<file path="config.mk">
export PLATFORM = sky130hd
export DESIGN_NAME = byte_lane_arbiter_flat
export DESIGN_NICKNAME = d
export VERILOG_FILES = /design/src/rtl/byte_lane_arbiter_pkg.sv /design/src/rtl/byte_lane_arbiter_if.sv /design/src/rtl/byte_lane_arbiter_rr_pick.sv /design/src/rtl/byte_lane_arbiter.sv /design/src/flat_wrapper.sv
export SDC_FILE = /design/constraint.sdc
export NUM_CORES = 1
export LEC_CHECK = 0
export ABC_CLOCK_PERIOD_IN_PS = 3300
export CAP_MARGIN = 20
export CORE_MARGIN = 2
export CORE_UTILIZATION = 45
export CTS_CLUSTER_DIAMETER = 200
export CTS_CLUSTER_SIZE = 20
export DETAILED_ROUTE_END_ITERATION = 8
export GPL_TIMING_DRIVEN = 0
export PLACE_DENSITY_LB_ADDON = 0.12
export SLEW_MARGIN = 20
export SYNTH_ARGS = -nofsm -noshare
export SYNTH_HDL_FRONTEND = slang
export SYNTH_SLANG_ARGS = --single-unit
</file>
<file path="constraint.sdc">
create_clock -name clk_4f -period 3.3 [get_ports clk_4f]
set_input_delay 0.33 -clock clk_4f [delete_from_list [all_inputs] [get_ports clk_4f]]
set_output_delay 0.33 -clock clk_4f [all_outputs]
set_load 0.01 [all_outputs]
</file>
<file path="src/rtl/byte_lane_arbiter_pkg.sv">
// byte_lane_arbiter shared types and constants.
// Burst geometry, FSM encoding and width helper.
package byte_lane_arbiter_pkg;
  localparam int BURST_LEN = 4;
  localparam int DATA_W    = 8;
  localparam int BEAT_W    = $clog2(BURST_LEN);

  typedef enum logic {
    IDLE  = 1'b0,
    BURST = 1'b1
  } state_t;

  function automatic int lane_w(input int n);
    return (n > 1) ? $clog2(n) : 1;
  endfunction
endpackage

</file>
<file path="src/rtl/byte_lane_arbiter_if.sv">
// byte_lane_arbiter requester/packer bundle.
// master drives requests; slave is the arbiter.
interface byte_lane_arbiter_if
  import byte_lane_arbiter_pkg::*;
#(
  parameter int NUM_REQ = 4
);
  localparam int LW = lane_w(NUM_REQ);

  logic [NUM_REQ-1:0]        req;
  logic [NUM_REQ-1:0]        req_mask;
  logic                      hold;
  logic [NUM_REQ*DATA_W-1:0] data_in;
  logic [NUM_REQ-1:0]        pop;
  logic [DATA_W-1:0]         data_out;
  logic                      valid_out;
  logic [LW-1:0]             lane_id;
  logic                      word_done;

  modport master (
    output req, req_mask, hold, data_in,
    input  pop, data_out, valid_out,
    input  lane_id, word_done
  );

  modport slave (
    input  req, req_mask, hold, data_in,
    output pop, data_out, valid_out,
    output lane_id, word_done
  );
endinterface

</file>
<file path="src/rtl/byte_lane_arbiter_rr_pick.sv">
// Round-robin priority selector.
// Searches upward from rr_ptr+1, wrapping explicitly.
module rr_pick #(
  parameter int N = 4,
  parameter int W = 2
) (
  input  logic [N-1:0] eligible,
  input  logic [W-1:0] rr_ptr,
  output logic [W-1:0] grant_idx,
  output logic         any_grant
);
  int idx;

  // first eligible index after rr_ptr, modulo N
  always_comb begin
    grant_idx = '0;
    any_grant = 1'b0;
    idx       = 0;
    for (int k = 1; k <= N; k++) begin
      idx = int'(rr_ptr) + k;
      if (idx >= N) idx = idx - N;
      if (!any_grant && eligible[idx]) begin
        any_grant = 1'b1;
        grant_idx = W'(idx);
      end
    end
  end
endmodule

</file>
<file path="src/rtl/byte_lane_arbiter.sv">
// Round-robin burst arbiter feeding the 8-to-32 packer.
// Grants whole bursts; output byte registered one cycle after pop.
module byte_lane_arbiter
  import byte_lane_arbiter_pkg::*;
#(
  parameter int NUM_REQ = 4
) (
  input logic                 clk_4f,
  input logic                 reset_L,
  byte_lane_arbiter_if.slave  bus
);
  localparam int LW = lane_w(NUM_REQ);
  localparam logic [BEAT_W-1:0] LAST = BEAT_W'(BURST_LEN - 1);

  state_t            state_q, state_d;
  logic [BEAT_W-1:0] beat_q, beat_d;
  logic [LW-1:0]     lane_q, lane_d;
  logic [LW-1:0]     rr_q, rr_d;
  logic [NUM_REQ-1:0] elig;
  logic [LW-1:0]     gidx;
  logic              any;
  logic              pop_en;
  logic              pop_last;
  logic [LW-1:0]     pop_lane;

  assign elig = bus.req & ~bus.req_mask;

  rr_pick #(
    .N (NUM_REQ),
    .W (LW)
  ) u_pick (
    .eligible  (elig),
    .rr_ptr    (rr_q),
    .grant_idx (gidx),
    .any_grant (any)
  );

  // the IDLE grant cycle is beat 0, so BURST resumes at beat 1
  always_comb begin
    state_d  = state_q;
    beat_d   = beat_q;
    lane_d   = lane_q;
    rr_d     = rr_q;
    pop_en   = 1'b0;
    pop_last = 1'b0;
    pop_lane = lane_q;
    unique case (state_q)
      IDLE: begin
        if (!bus.hold && any) begin
          pop_en   = 1'b1;
          pop_lane = gidx;
          state_d  = BURST;
          beat_d   = BEAT_W'(1);
          lane_d   = gidx;
          rr_d     = gidx;
        end
      end
      BURST: begin
        pop_en = 1'b1;
        if (beat_q == LAST) begin
          pop_last = 1'b1;
          beat_d   = '0;
          if (!bus.hold && any) begin
            lane_d = gidx;
            rr_d   = gidx;
          end else begin
            state_d = IDLE;
          end
        end else begin
          beat_d = beat_q + 1'b1;
        end
      end
      default: state_d = IDLE;
    endcase
  end

  assign bus.pop = (pop_en && reset_L) ?
                   (NUM_REQ'(1) << pop_lane) : '0;

  // FSM, beat counter and round-robin pointer
  always_ff @(posedge clk_4f or negedge reset_L) begin
    if (!reset_L) begin
      state_q <= IDLE;
      beat_q  <= '0;
      lane_q  <= '0;
      rr_q    <= LW'(NUM_REQ - 1);
    end else begin
      state_q <= state_d;
      beat_q  <= beat_d;
      lane_q  <= lane_d;
      rr_q    <= rr_d;
    end
  end

  // registered byte stream to the packer
  always_ff @(posedge clk_4f or negedge reset_L) begin
    if (!reset_L) begin
      bus.data_out  <= '0;
      bus.valid_out <= 1'b0;
      bus.lane_id   <= '0;
      bus.word_done <= 1'b0;
    end else if (pop_en) begin
      bus.data_out  <= bus.data_in[pop_lane*DATA_W +: DATA_W];
      bus.valid_out <= 1'b1;
      bus.lane_id   <= pop_lane;
      bus.word_done <= pop_last;
    end else begin
      bus.valid_out <= 1'b0;
      bus.word_done <= 1'b0;
    end
  end
endmodule

</file>
<file path="src/flat_wrapper.sv">
// flat-port wrapper written by rule: the top's interface ports become plain ports
module byte_lane_arbiter_flat import byte_lane_arbiter_pkg::*;
#(
  parameter int NUM_REQ = 4
)
  (clk_4f, reset_L, bus_req, bus_req_mask, bus_hold, bus_data_in, bus_pop, bus_data_out, bus_valid_out, bus_lane_id, bus_word_done);
  byte_lane_arbiter_if #(.NUM_REQ(NUM_REQ)) bus_i ();
  input logic clk_4f;
  input logic reset_L;
  input wire logic [$bits(bus_i.req)-1:0] bus_req;
  input wire logic [$bits(bus_i.req_mask)-1:0] bus_req_mask;
  input wire logic [$bits(bus_i.hold)-1:0] bus_hold;
  input wire logic [$bits(bus_i.data_in)-1:0] bus_data_in;
  output wire logic [$bits(bus_i.pop)-1:0] bus_pop;
  output wire logic [$bits(bus_i.data_out)-1:0] bus_data_out;
  output wire logic [$bits(bus_i.valid_out)-1:0] bus_valid_out;
  output wire logic [$bits(bus_i.lane_id)-1:0] bus_lane_id;
  output wire logic [$bits(bus_i.word_done)-1:0] bus_word_done;
  assign bus_i.req = bus_req;
  assign bus_i.req_mask = bus_req_mask;
  assign bus_i.hold = bus_hold;
  assign bus_i.data_in = bus_data_in;
  assign bus_pop = bus_i.pop;
  assign bus_data_out = bus_i.data_out;
  assign bus_valid_out = bus_i.valid_out;
  assign bus_lane_id = bus_i.lane_id;
  assign bus_word_done = bus_i.word_done;
  byte_lane_arbiter #(.NUM_REQ(NUM_REQ)) u_core (.clk_4f(clk_4f), .reset_L(reset_L), .bus(bus_i));
endmodule
</file>
======== After elaboration in Yosys (flattened, before gate mapping) ========
Cells that the tools add are included.
W data, S select, Z words.
word-level totals
  register bits after elaboration ......... 19
  output and inout port bits .............. 16
  word-level logic and storage cells ...... 85
cells by class
  $add $sub $neg .......................... 9
  magnitude comparators ................... 8
  equal/unequal tests ..................... 3
  shift operators ......................... 2
  multiplexer cells ....................... 43
  bitwise gates (word level) .............. 3
  reduce and logical (&&, ||, !) cells .... 9
operators by type and width
  operator                 count
  $lt A32 B4 Y1 const B    4
  $mux W32                 4
  $ge A32 B4 Y1 const B    1
  $shiftx A32 B6 Y8        1
  $sub A32 B4 Y32 const B  1
  $mux W2                  11
  $mux W1                  18
  $pmux W2 S2              3
  $bmux W1 S2              4
  $sub A3 B3 Y4 const B    2
  $add A2 B2 Y3 const B    2
  $ge A3 B3 Y1 const B     2
  $logic_and A1 B1 Y1      5
  $sub A4 B3 Y5 const B    1
  $add A2 B3 Y4 const B    1
  $and A4 B4 Y4            1
  $ge A4 B3 Y1 const B     1
  $logic_not A1 Y1         4
  $mux W4                  1
  $not A4 Y4               1
  $pmux W1 S2              2
  $shl A1 B2 Y4 const A    1
  $add A2 B1 Y3 const B    1
  $add A2 B1 Y2 const B    1
  4 further kinds          4

======== Logic depth before layout (Yosys ltp) ========
Gate-level depths: netlist (run 1).
  depth in word-level cells ............... 21
  gate-level depth with buffers ........... 8
  depth with buffers taken out ............ 7

======== By module ========
From an unflattened synthesis (run 1), not the netlist that was laid out.
second synthesis, totals
  cells, all modules ...................... 166
  area, all modules ....................... 1351.3 um^2
modules (own cells, without submodules)
  module             instances  cells an instance  area an instance (um^2)
  byte_lane_arbiter  1          152                1260.0
  rr_pick            1          14                 91.3

======== Worst setup path before layout (run 1) ========
No wires, ideal clock.
  kind .................................... register -> output
  start ................................... reg u_core.rr_q[0]
  end ..................................... out bus_pop[0]
  arrival ................................. 1757 ps
  data required time ...................... 2970 ps
  path slack .............................. 1213 ps
  stages on the path, launching flop included .. 7
  path through ............................ dfstp_2 > and4bb_1 > a311oi_2 > and2_4 > a21oi_2 > buf_6 > nor3_1
on the way
  longest elaborated chain between the ends .. 21
  elaborated cells between the ends (all ways) .. 50
RTL lines
  what                                                  RTL line                                          text
  start: declaration                                    byte_lane_arbiter.sv:18                           logic [LW-1:0] rr_q, rr_d;
  start signal: assignment                              byte_lane_arbiter.sv:86                           rr_q <= LW'(NUM_REQ - 1);
  start signal: assignment                              byte_lane_arbiter.sv:91                           rr_q <= rr_d;
  $add A2 B1 Y3                                         byte_lane_arbiter_rr_pick.sv:20                   idx = int'(rr_ptr) + k;
  $sub A32 B4 Y32 or $ge A32 B4 Y1 (tied branches)      byte_lane_arbiter_rr_pick.sv:21                   if (idx >= N) idx = idx - N;
  $mux W32                                              byte_lane_arbiter_rr_pick.sv:21
  $bmux W1 S2                                           byte_lane_arbiter_rr_pick.sv:22                   if (!any_grant && eligible[idx]) begin
  $mux W1 (implied by the code) (2 in a row)            byte_lane_arbiter_rr_pick.sv:22
  $mux W1                                               byte_lane_arbiter_rr_pick.sv:22
  $logic_not A1 Y1                                      byte_lane_arbiter_rr_pick.sv:22
  $logic_and A1 B1 Y1                                   byte_lane_arbiter_rr_pick.sv:22
  (+4 left out)                                         n/a
  $logic_not A1 Y1                                      byte_lane_arbiter_rr_pick.sv:22
  $logic_and A1 B1 Y1                                   byte_lane_arbiter_rr_pick.sv:22
  $mux W1                                               byte_lane_arbiter_rr_pick.sv:22
  $logic_and A1 B1 Y1                                   byte_lane_arbiter.sv:49                           if (!bus.hold && any) begin
  $mux W1 or $mux W2 (tied branches)                    n/a
  $pmux W1 S2 or $mux W2 (tied branches)                byte_lane_arbiter.sv:47                           unique case (state_q)
  $logic_and A1 B1 Y1 or $shl A1 B2 Y4 (tied branches)  byte_lane_arbiter.sv:77, byte_lane_arbiter.sv:78
  $mux W4 *                                             byte_lane_arbiter.sv:77                           assign bus.pop = (pop_en && reset_L) ?
  end: declaration                                      flat_wrapper.sv:14                                output wire logic [$bits(bus_i.pop)-1:0] bus_pop;
Every way passes the cells marked *; elsewhere a longest branch is shown, timed or not. The select of a mux whose other input is x is not followed.

======== Worst setup path after layout (run 1) ========
  start ................................... in bus_req_mask[1]
  end ..................................... out bus_pop[0]
on the way
  longest elaborated chain between the ends .. 20
  elaborated cells between the ends (all ways) .. 36
RTL lines
  what                                                  RTL line                                          text
  start: declaration                                    flat_wrapper.sv:11                                input wire logic [$bits(bus_i.req_mask)-1:0] bus_req_mask;
  $not A4 Y4 *                                          byte_lane_arbiter.sv:26                           assign elig = bus.req & ~bus.req_mask;
  $and A4 B4 Y4 *                                       byte_lane_arbiter.sv:26
  $bmux W1 S2                                           byte_lane_arbiter_rr_pick.sv:22
  $mux W1 (implied by the code) (2 in a row)            byte_lane_arbiter_rr_pick.sv:22
  $mux W1                                               byte_lane_arbiter_rr_pick.sv:22
  $logic_not A1 Y1                                      byte_lane_arbiter_rr_pick.sv:22
  $logic_and A1 B1 Y1                                   byte_lane_arbiter_rr_pick.sv:22
  $mux W1                                               byte_lane_arbiter_rr_pick.sv:22
  (+3 left out)                                         n/a
  $logic_not A1 Y1                                      byte_lane_arbiter_rr_pick.sv:22
  $logic_and A1 B1 Y1                                   byte_lane_arbiter_rr_pick.sv:22
  $mux W1                                               byte_lane_arbiter_rr_pick.sv:22
  $logic_and A1 B1 Y1                                   byte_lane_arbiter.sv:49
  $mux W1 or $mux W2 (tied branches)                    n/a
  $pmux W1 S2 or $mux W2 (tied branches)                byte_lane_arbiter.sv:47
  $logic_and A1 B1 Y1 or $shl A1 B2 Y4 (tied branches)  byte_lane_arbiter.sv:77, byte_lane_arbiter.sv:78
  $mux W4 *                                             byte_lane_arbiter.sv:77
Marks and branches as above.

==> metrics, run 1 <==
largest net degree at the start of global routing=21; NumNets Final=241; startpoint types=input port; initial antenna violation count=0; post-CTS sizing=0; Post-Route WL=3740 um; Synth top area share=0.312; mapped cell area=1360 um^2; setup bufs post-CTS=0; Main synth FF type=dfrtp_1; number of routed nets with antenna violations=0; Avg Vias per Cell=5.86; Worst Hold Class=flip-flop to flip-flop; CP bufs+invs=3; setup TNS=0 ps; CTS Buf Count=3; grt met1 use=0.290; nature of the critical path endpoint=primary output; total grt overflow=0; Max Slew Vio Count=0; crit-path most repeated cell=clkdlybuf4s50_1; most frequent cell after synthesis=dfrtp_1; Starting Density=0.486; vias in the first global route=1,339; final hold vios=0; hold slack=493 ps; number of flops mapped to enable cells by yosys=0; Area Overhead vs Synth=47.7%; clock period minus worst slack=3070 ps; Most Crowded Layer GR=met2; layout cells sized above 1=0.214; Hold Startpoint=u_core.lane_q[1]; fin cells=227; setup violators final=0; ordered cell list for the critical path=clkdlybuf4s50_1, nand2b_1, a41oi_2, nor2_1, a21oi_2, buf_6, nor3_1, clkdlybuf4s50_1; Reg clk slew, reported paths=120 ps; highest-delay cell along the critical path=clkdlybuf4s50_1; PortBufs=58; GRT met2 Usage=0.413; CP Launch Point=bus_req_mask[1]; actual slew at the worst max-slew pin=913 ps; CTS HTree Levels=1; row count=19; Post-synth top cells=dfrtp_1, nand2_1, nor3_1; LEAKAGE=0.749 nW; DP HPWL=3010 um; family with the most delay on the worst path=buffers and inverters; first-pass GRT wire length=6150 um; Critical Path RT=2970 ps; final period utilization=0.930; Die Area=3480 um^2; CTS tree=yes; # DRC=0; clk buf depth=2; register area share after synthesis=0.351; met3 Resource Use GR=0.0328; TritonRoute pass-1 iters=4; unrepaired setup endpoints after global routing=no; Synth Net Count=178; DIE HEIGHT=59.0 um; clk sinks=19; run status=finished, final reports clean; CP Max Fanout=10; Slew headroom=0.389; Synthesis Warnings=0; die width=59.0 um; synthesis-stage register bit count=19; GRT Util Overall=0.233; GP Congestion=0.843; Gate Count Post-Synth=134; I/O pin count=59; wire per inst=16.5 um; critical setup path kind=input port to primary output; Diodes inserted=0; share of synthesized registers carrying an async set or reset=1.00; Yosys cell types=42; initial DRC count=35; slowest cell delay on critical path=570 ps; hold-fix buffers at CTS=0; fmax=0.326 GHz; clock latency on the worst-skew pair=290 ps; MaxCap Viol Count=0; maximum VDD drop=0.000525 V; Avg Synthesized Cell Area=10.2 um^2; Worst Path Arrival=2740 ps; reg-to-reg startpoint=u_core.rr_q[1]; Synth area leader=dfrtp_1; CTS root buf=clkbuf_4; Synth area leaders=dfrtp_1, o32ai_2, dfstp_2; DP Cell Count=223; Final Skew=1.38 ps; core area=2810 um^2; Power Dens Cells=771 nW/um^2; via count=1,331
sequential cells by signal, indices dropped and copies added, names as in the netlist:
register,flops
u_core.beat_q,2
u_core.state_q,1
u_core.bus.lane_id,2
u_core.bus.word_done,1
u_core.lane_q,2
u_core.bus.valid_out,1
u_core.rr_q,2
u_core.bus.data_out,8
power by group:
group          switching [mW]  internal, mW  total [mW]
sequential             0.0804         0.359       0.440
clock                  0.0781        0.0460       0.124
combinational           0.493         0.496       0.988
cell families after synthesis:
family                     Yosys count  share of synthesized area
AOI/OAI and AO/OA                   37                      0.286
adders and majority gates            1                    0.00918
buffers and inverters                7                     0.0358
DFF                                 19                      0.351
muxes                                1                    0.00735
and+or+nand+nor                     69                      0.311
worst paths after layout:
check                                         endpoint  slack [ps]  depth (start not counted)
worst max-delay path                        bus_pop[0]         230                          8
min in group asynchronous        u_core.bus.lane_id[1]         530                          1
worst max register to register  u_core.bus.data_out[4]        1170                          8
max in group asynchronous               u_core.state_q        2210                          1
worst min-delay path                  u_core.lane_q[1]         490                          1
worst min register to register        u_core.lane_q[1]         490                          1
cells in the final DEF, fill, tap and decap left out, drive strengths merged, types with 2 or more instances in the layout:
cell           netlist  layout
a41oi                2       2
nand3                3       3
nor2                10      10
clkdlybuf4s50        0      58
nor3b                3       3
clkbuf               0       3
dfstp                2       2
o21ai                2       2
nand2b               5       5
nor2b                8       8
and2                 6       6
a21oi                4       4
o21a                 2       2
a211oi               4       4
a311oi               2       2
o32ai                5       5
nor3                14      14
dfrtp               17      17
a221oi               6       6
a21o                 3       3
o211ai               2       2
nand3b               2       2
buf                  6       6
a41o                 2       2
nand2               14      14
routing by layer:
layer  vias to the layer above  share of wire
met1                       647           0.43
met4                         0          0.020
met3                         8          0.050
met2                        41           0.50
li1                        635              -
met5                         -              0
final cells by class:
class                           instances  area [um^2]
Fill cell                             230          793
Tap cell                               31         38.8
Sequential cell                        19          478
Clock inverter                          1         7.51
Timing Repair Buffer                   58          581
Buffer                                  6         45.0
Inverter                                1         3.75
Clock buffer                            3         22.5
Multi-Input combinational cell        108          836
worst register-to-register path, cell delays in order, from the launching register on:
cell	delay, ps
dfstp_2	540
buf_6	120
nand3b_1	140
a221oi_2	240
nand3_1	210
a21o_1	240
buf_2	210
o32ai_2	260
nor3_2	60
per-stage QoR:
stage | util | area (um^2) | total power [mW] | worst slack (ps)
after floorplan | - | 1360 | 1.07 | 1210
after CTS | 0.717 | 2010 | 1.56 | 229
final | 0.717 | 2010 | 1.55 | 230
after detailed placement | 0.707 | 1980 | 1.44 | 251
after global placement | 0.707 | 1980 | 1.39 | 274
after global routing | 0.717 | 2010 | 1.66 | 67.5
Power figures use the tool's default switching activity.
==> run 2, diff against run 1 <==
--- a/config.mk
+++ b/config.mk
@@ -13,8 +13,10 @@
 export CTS_CLUSTER_SIZE = 20
 export DETAILED_ROUTE_END_ITERATION = 8
 export GPL_TIMING_DRIVEN = 0
+export MAX_ROUTING_LAYER = met4
 export PLACE_DENSITY_LB_ADDON = 0.12
 export SLEW_MARGIN = 20
 export SYNTH_ARGS = -nofsm -noshare
 export SYNTH_HDL_FRONTEND = slang
+export SYNTH_HIERARCHICAL = 1
 export SYNTH_SLANG_ARGS = --single-unit
==> metrics, run 2 <==
core area=2810 um^2 (unchanged); clock period minus worst slack=3130 ps (+59.1 ps); Synth Net Count=210 (+18%); number of flops mapped to enable cells by yosys=0 (unchanged); reg-to-reg startpoint=u_core/rr_q[1]; Final Skew=4.57 ps (+3.19 ps); I/O pin count=59 (unchanged); commonest cells after routing, fill and taps aside=clkdlybuf4s50_1, a21oi_1, nand2b_1; nature of the critical path endpoint=primary output; Sw Ratio=0.409 (-0.0110); hold slack=526 ps (+32.7 ps); critical setup path kind=input port to primary output; Synth area leaders=dfrtp_1, nand2b_1, a21oi_1; NumNets Final=273 (+13%); unrepaired setup endpoints after global routing=no; fin cells=259 (+14%); GP Congestion=0.801 (-5.0%); vias in the first global route=1,350 (+0.82%); Area Overhead vs Synth=49.0%; initial antenna violation count=0 (unchanged); fin worst setup slack=171 ps (-59.1 ps); Switching Power=613 uW (-5.9%); row count=19 (unchanged); Total Power=1.50 mW (-3.4%); CTS root buf=clkbuf_4; Reg clk slew, reported paths=110 ps (about the same); Synth area leader=dfrtp_1; Gate Count Post-Synth=166 (+24%); FILL cells=245 (+6.5%); GRT Util Overall=0.242 (+0.00915); slowest cell delay on critical path=540 ps (-30 ps); Starting Density=0.482 (-0.00401); clk sinks=19 (unchanged); setup violators final=0 (unchanged); Critical Path RT=2970 ps (about the same); post-route cell area=2010 um^2 (about the same); number of routed nets with antenna violations=0 (unchanged); Area after DPL=1970 um^2 (-0.57%); clk buf depth=2 (unchanged); DP Cell Count=255 (+14%); wire per inst=15.0 um (-9.1%); Largest register FFs=8 (unchanged); CP Max Fanout=10 (unchanged); Reg power frac=0.300 (+0.017); CTS HTree Levels=1 (unchanged); mapped cell area=1350 um^2 (-0.83%); CTS Buf Count=3 (unchanged); highest-delay cell along the critical path=clkdlybuf4s50_1; DP HPWL=3090 um (+2.5%); CTS tree=yes; ordered cell list for the critical path=clkdlybuf4s50_1, nor2b_2, and2b_1, a21oi_2, o221ai_2, clkbuf_4, nand2_1, mux2i_2, and3_1, clkdlybuf4s50_1; most frequent cell after synthesis=a21oi_1; Post-Route WL=3880 um (+3.7%); TritonRoute pass-1 iters=6 (+2); maximum VDD drop=0.000286 V (-46%); synthesis-stage register bit count=19 (unchanged); Avg Synthesized Cell Area=8.14 um^2 (-20%); reg2reg setup slack=1120 ps (-50 ps); hold-fix buffers at CTS=0 (unchanged); actual slew at the worst max-slew pin=1150 ps (+238 ps); Main synth FF type=dfrtp_1; Avg Vias per Cell=5.58 (-4.8%); Synth top area share=0.315 (+0.00260); Diodes inserted=0 (unchanged); violated checks=DRC; clock power share=0.081 (about the same); largest net degree at the start of global routing=24 (+14%); Crit Reg-Reg Endpoint=u_core/bus.data_out[5]; dpl ws=-38.7 ps (-290 ps); Worst Path Arrival=2800 ps (+60 ps); crit-path most repeated cell=clkdlybuf4s50_1; Max Slew Vio Count=0 (unchanged); area occupied by multi-input gates=843 um^2 (+0.90%); Die Area=3460 um^2 (-0.76%); total grt overflow=0 (unchanged); Most flops, register=u_core/bus.data_out; initial DRC count=79 (+130%); Comb power frac=0.618 (-0.019); share of synthesized registers carrying an async set or reset=1.00 (unchanged); via count=1,446 (+8.6%); final hold vios=0 (unchanged); startpoint types=input port; Worst Hold Class=input port to async pin; CP Launch Point=bus_req[3]; Power Dens Cells=745 nW/um^2 (-3.5%); Slew headroom=0.230 (-0.159); die width=58.8 um (-0.38%); R2R depth=6 (-2); PortBufs=58 (unchanged); # DRC=4 (+4); P_int=887 uW (-1.6%); DIE HEIGHT=58.8 um (-0.38%); Reg area=478 um^2 (unchanged); Synthesis Warnings=6 (+6); setup bufs post-CTS=0 (unchanged); final period utilization=0.948 (+0.0179); post-CTS sizing=1 (+1); LEAKAGE=0.815 nW (+8.9%); MaxCap Viol Count=0 (unchanged); Post-synth top cells=a21oi_1, nand2b_1, nand2_1; Yosys cell types=29 (-31%); first-pass GRT wire length=6210 um (+1.0%); fmax=0.320 GHz (-1.9%); layout cells sized above 1=0.0965 (-0.118); commonest non-fill, non-tap cell in the layout=clkdlybuf4s50_1; run status=complete, but fails checks; register area share after synthesis=0.354 (+0.00292); clock latency on the worst-skew pair=300 ps (about the same)
[run 2: changes by cell type after synthesis, moves of 4 or more]
cell,previous run,this run
mux2_2,0,5
o21ai_0,2,9
and3_1,0,4
nand2_1,14,23
nor3_2,5,0
nor3_1,9,0
nand2b_1,4,25
nor2_1,8,15
clkbuf_1,0,5
o32ai_2,5,0
a21oi_1,0,27
[run 2: power groups by stage]
stage,combinational (mW),sequential [mW],clock (mW)
floorplan,0.522,0.472,0
global placement,0.876,0.444,0
detailed placement,0.912,0.456,0
CTS,0.917,0.450,0.126
global route,1.00,0.471,0.139
finish,0.927,0.451,0.122
[run 2: cell type report]
cell class	instances	area share
multi-input cells	138	0.419
repair buffers	58	0.288
flip-flops and latches	19	0.237
well taps	31	0.0193
plain buffers	7	0.0174
clock buffers	3	0.0112
clock inverters	1	0.00373
inverters	2	0.00373
[run 2: cells by family (layout without fill, tap and decap cells)]
group	Yosys count	count (layout)	synth area share
AOI/OAI and AO/OA	50	50	0.224
adders and majority gates	1	1	0.00926
buffers and inverters	9	71	0.0287
DFF	19	19	0.354
muxes	11	11	0.0991
and+or+nand+nor	76	76	0.285
[run 2: layer usage]
layer / share of wire / GRT usage / vias to the layer above / routed length, um
li1: - / - / 707 / -
met1: 0.41 / 0.293 / 685 / 1610
met4: 0.0070 / 0.0877 / 0 / 27
met5: 0 / - / - / 0
met3: 0.073 / 0.0264 / 2 / 281
met2: 0.51 / 0.416 / 52 / 1960
[run 2: worst max path at each step]
| stage | to | slack, ps | depth (start not counted) |
|---|---|---|---|
| final | bus_pop[3] | 170 | 10 |
| after floorplan | bus_pop[0] | 1200 | 7 |
| after CTS | bus_pop[3] | 60 | 10 |
| after global placement | bus_pop[3] | 90 | 10 |
| after global routing | bus_pop[3] | 20 | 10 |
| after detailed placement | bus_pop[3] | -40 | 10 |
[run 2: metrics by stage]
stage           util  setup TNS, ps
4_1_cts        0.714              0
6_report       0.718              0
3_3_place_gp   0.702              0
2_1_floorplan      -              0
3_5_place_dp   0.702          -38.7
5_1_grt        0.718              0
[run 2: critical path: cells and delay by family]
kind	cells	cell delay, ps
simple gates	4	650
compound gates	2	340
mux	1	240
buf+inv	3	1250
==> run 3, diff against run 2 <==
--- a/config.mk
+++ b/config.mk
@@ -9,6 +9,7 @@
 export CAP_MARGIN = 20
 export CORE_MARGIN = 2
 export CORE_UTILIZATION = 45
+export CTS_BUF_LIST = sky130_fd_sc_hd__clkbuf_16
 export CTS_CLUSTER_DIAMETER = 200
 export CTS_CLUSTER_SIZE = 20
 export DETAILED_ROUTE_END_ITERATION = 8
==> metrics, run 3 (same netlist as run 2, synthesis figures left out) <==
vias in the first global route=1,380 (+2.2%); core area=2810 um^2 (unchanged); startpoint types=input port; fin cells=259 (unchanged); Avg Vias per Cell=5.66 (+1.4%); commonest cells after routing, fill and taps aside=clkdlybuf4s50_1, a21oi_1, nand2b_1; post-CTS sizing=1 (unchanged); MaxCap Viol Count=0 (unchanged); TritonRoute pass-1 iters=6 (unchanged); Max Slew Vio Count=0 (unchanged); CTS Buf Count=3 (unchanged); CP Max Fanout=10 (unchanged); hold-fix buffers at CTS=0 (unchanged); clock latency on the worst-skew pair=250 ps (-50 ps); Slew headroom=0.401 (+0.171); final period utilization=0.943 (-0.00515); largest net degree at the start of global routing=24 (unchanged); nature of the critical path endpoint=primary output; final hold vios=0 (unchanged); initial antenna violation count=0 (unchanged); Power Dens Cells=793 nW/um^2 (+6.4%); Worst Path Arrival=2780 ps (-20 ps); Post-Route WL=3940 um (+1.8%); # DRC=4 (unchanged); CTS HTree Levels=1 (unchanged); maximum VDD drop=0.000291 V (+1.9%); critical setup path kind=input port to primary output; CTS root buf=clkbuf_16; Critical Path RT=2970 ps (about the same); DP Cell Count=255 (unchanged); CTS tree=yes; Final Util=0.738 (+0.0205); Largest register FFs=8 (unchanged); Diodes inserted=0 (unchanged); clk sinks=19 (unchanged); setup violators final=0 (unchanged); fmax=0.321 GHz (+0.55%); Most flops, register=u_core/bus.data_out; violated checks=DRC; die width=58.8 um (unchanged); setup bufs post-CTS=0 (unchanged); DP HPWL=3090 um (unchanged); unrepaired setup endpoints after global routing=no; initial DRC count=81 (+2.5%); NumNets Final=273 (unchanged); number of routed nets with antenna violations=0 (unchanged); Worst Hold Class=flip-flop to flip-flop; layout cells sized above 1=0.101 (+0.00439); Area after DPL=1970 um^2 (unchanged); Area Overhead vs Synth=53.2%; LEAKAGE=0.840 nW (+3.1%); clk buf depth=2 (unchanged); clock period minus worst slack=3110 ps (-17.0 ps); GRT Util Overall=0.247 (+0.00497); Total Power=1.64 mW (+9.5%); Final Skew=2.26 ps (-2.30 ps); actual slew at the worst max-slew pin=896 ps (-256 ps); first-pass GRT wire length=6310 um (+1.5%); FILL cells=227 (-7.3%); DIE HEIGHT=58.8 um (unchanged); commonest non-fill, non-tap cell in the layout=clkdlybuf4s50_1; GP Congestion=0.801 (unchanged); post-route cell area=2070 um^2 (+2.9%); PortBufs=58 (unchanged); Reg clk slew, reported paths=50 ps (-60 ps); total grt overflow=0 (unchanged); setup TNS=0 ps (unchanged); Die Area=3460 um^2 (unchanged); row count=19 (unchanged); I/O pin count=59 (unchanged); Starting Density=0.482 (unchanged); wire per inst=15.2 um (+1.8%); run status=complete, but fails checks; via count=1,466 (+1.4%)
run 3: cell counts in the layout (fill, tap and decap cells not counted):
No cell type changed its count.
run 3: final timing paths:
kind                                   startpoint                     end  slack [ps]  cells after the start
max in group asynchronous                 reset_L    u_core/bus.valid_out        2170                      1
setup / recovery                       bus_req[3]              bus_pop[3]         190                     10
min in group asynchronous                 reset_L        u_core/beat_q[0]         580                      1
hold reg to reg            u_core/bus.data_out[2]  u_core/bus.data_out[2]         530                      2
setup reg to reg                   u_core/rr_q[1]  u_core/bus.data_out[1]        1130                      8
hold / removal             u_core/bus.data_out[2]  u_core/bus.data_out[2]         530                      2
run 3: layer usage:
metal | global-route usage | share of wire
met1 | 0.301 | 0.38
met2 | 0.417 | 0.50
met3 | 0.0198 | 0.10
met4 | 0.110 | 0.018
met5 | - | 0
run 3: power breakdown:
group | internal [mW] | leakage (nW) | switching [mW]
registers | 0.363 | 0.222 | 0.0907
clock network | 0.164 | 0.0371 | 0.0907
logic | 0.480 | 0.581 | 0.453
total | 1.01 | 0.840 | 0.634
run 3: critical path: stages:
cell and delay [ps]:
clkdlybuf4s50_1 450, nor2b_2 190, and2b_1 180, a21oi_2 50
o221ai_2 280, clkbuf_4 260, nand2_1 80, mux2i_2 240
and3_1 200, clkdlybuf4s50_1 540
run 3: layout make-up:
cell class / count / area, um^2 / area share
multi-input cells: 138 / 848 / 0.410
repair buffers: 58 / 581 / 0.280
flip-flops and latches: 19 / 478 / 0.231
clock inverters: 1 / 7.51 / 0.00363
inverters: 2 / 7.51 / 0.00363
well taps: 31 / 38.8 / 0.0187
clock buffers: 3 / 75.1 / 0.0363
plain buffers: 7 / 35.0 / 0.0169
run 3: per-stage QoR:
step / hold slack, ps / worst slack [ps]
3_3_place_gp: 483 / 90.3
4_1_cts: 532 / 60.4
3_5_place_dp: 494 / -38.7
5_1_grt: 551 / 17.1
6_report: 528 / 188
2_1_floorplan: 34.4 / 1200
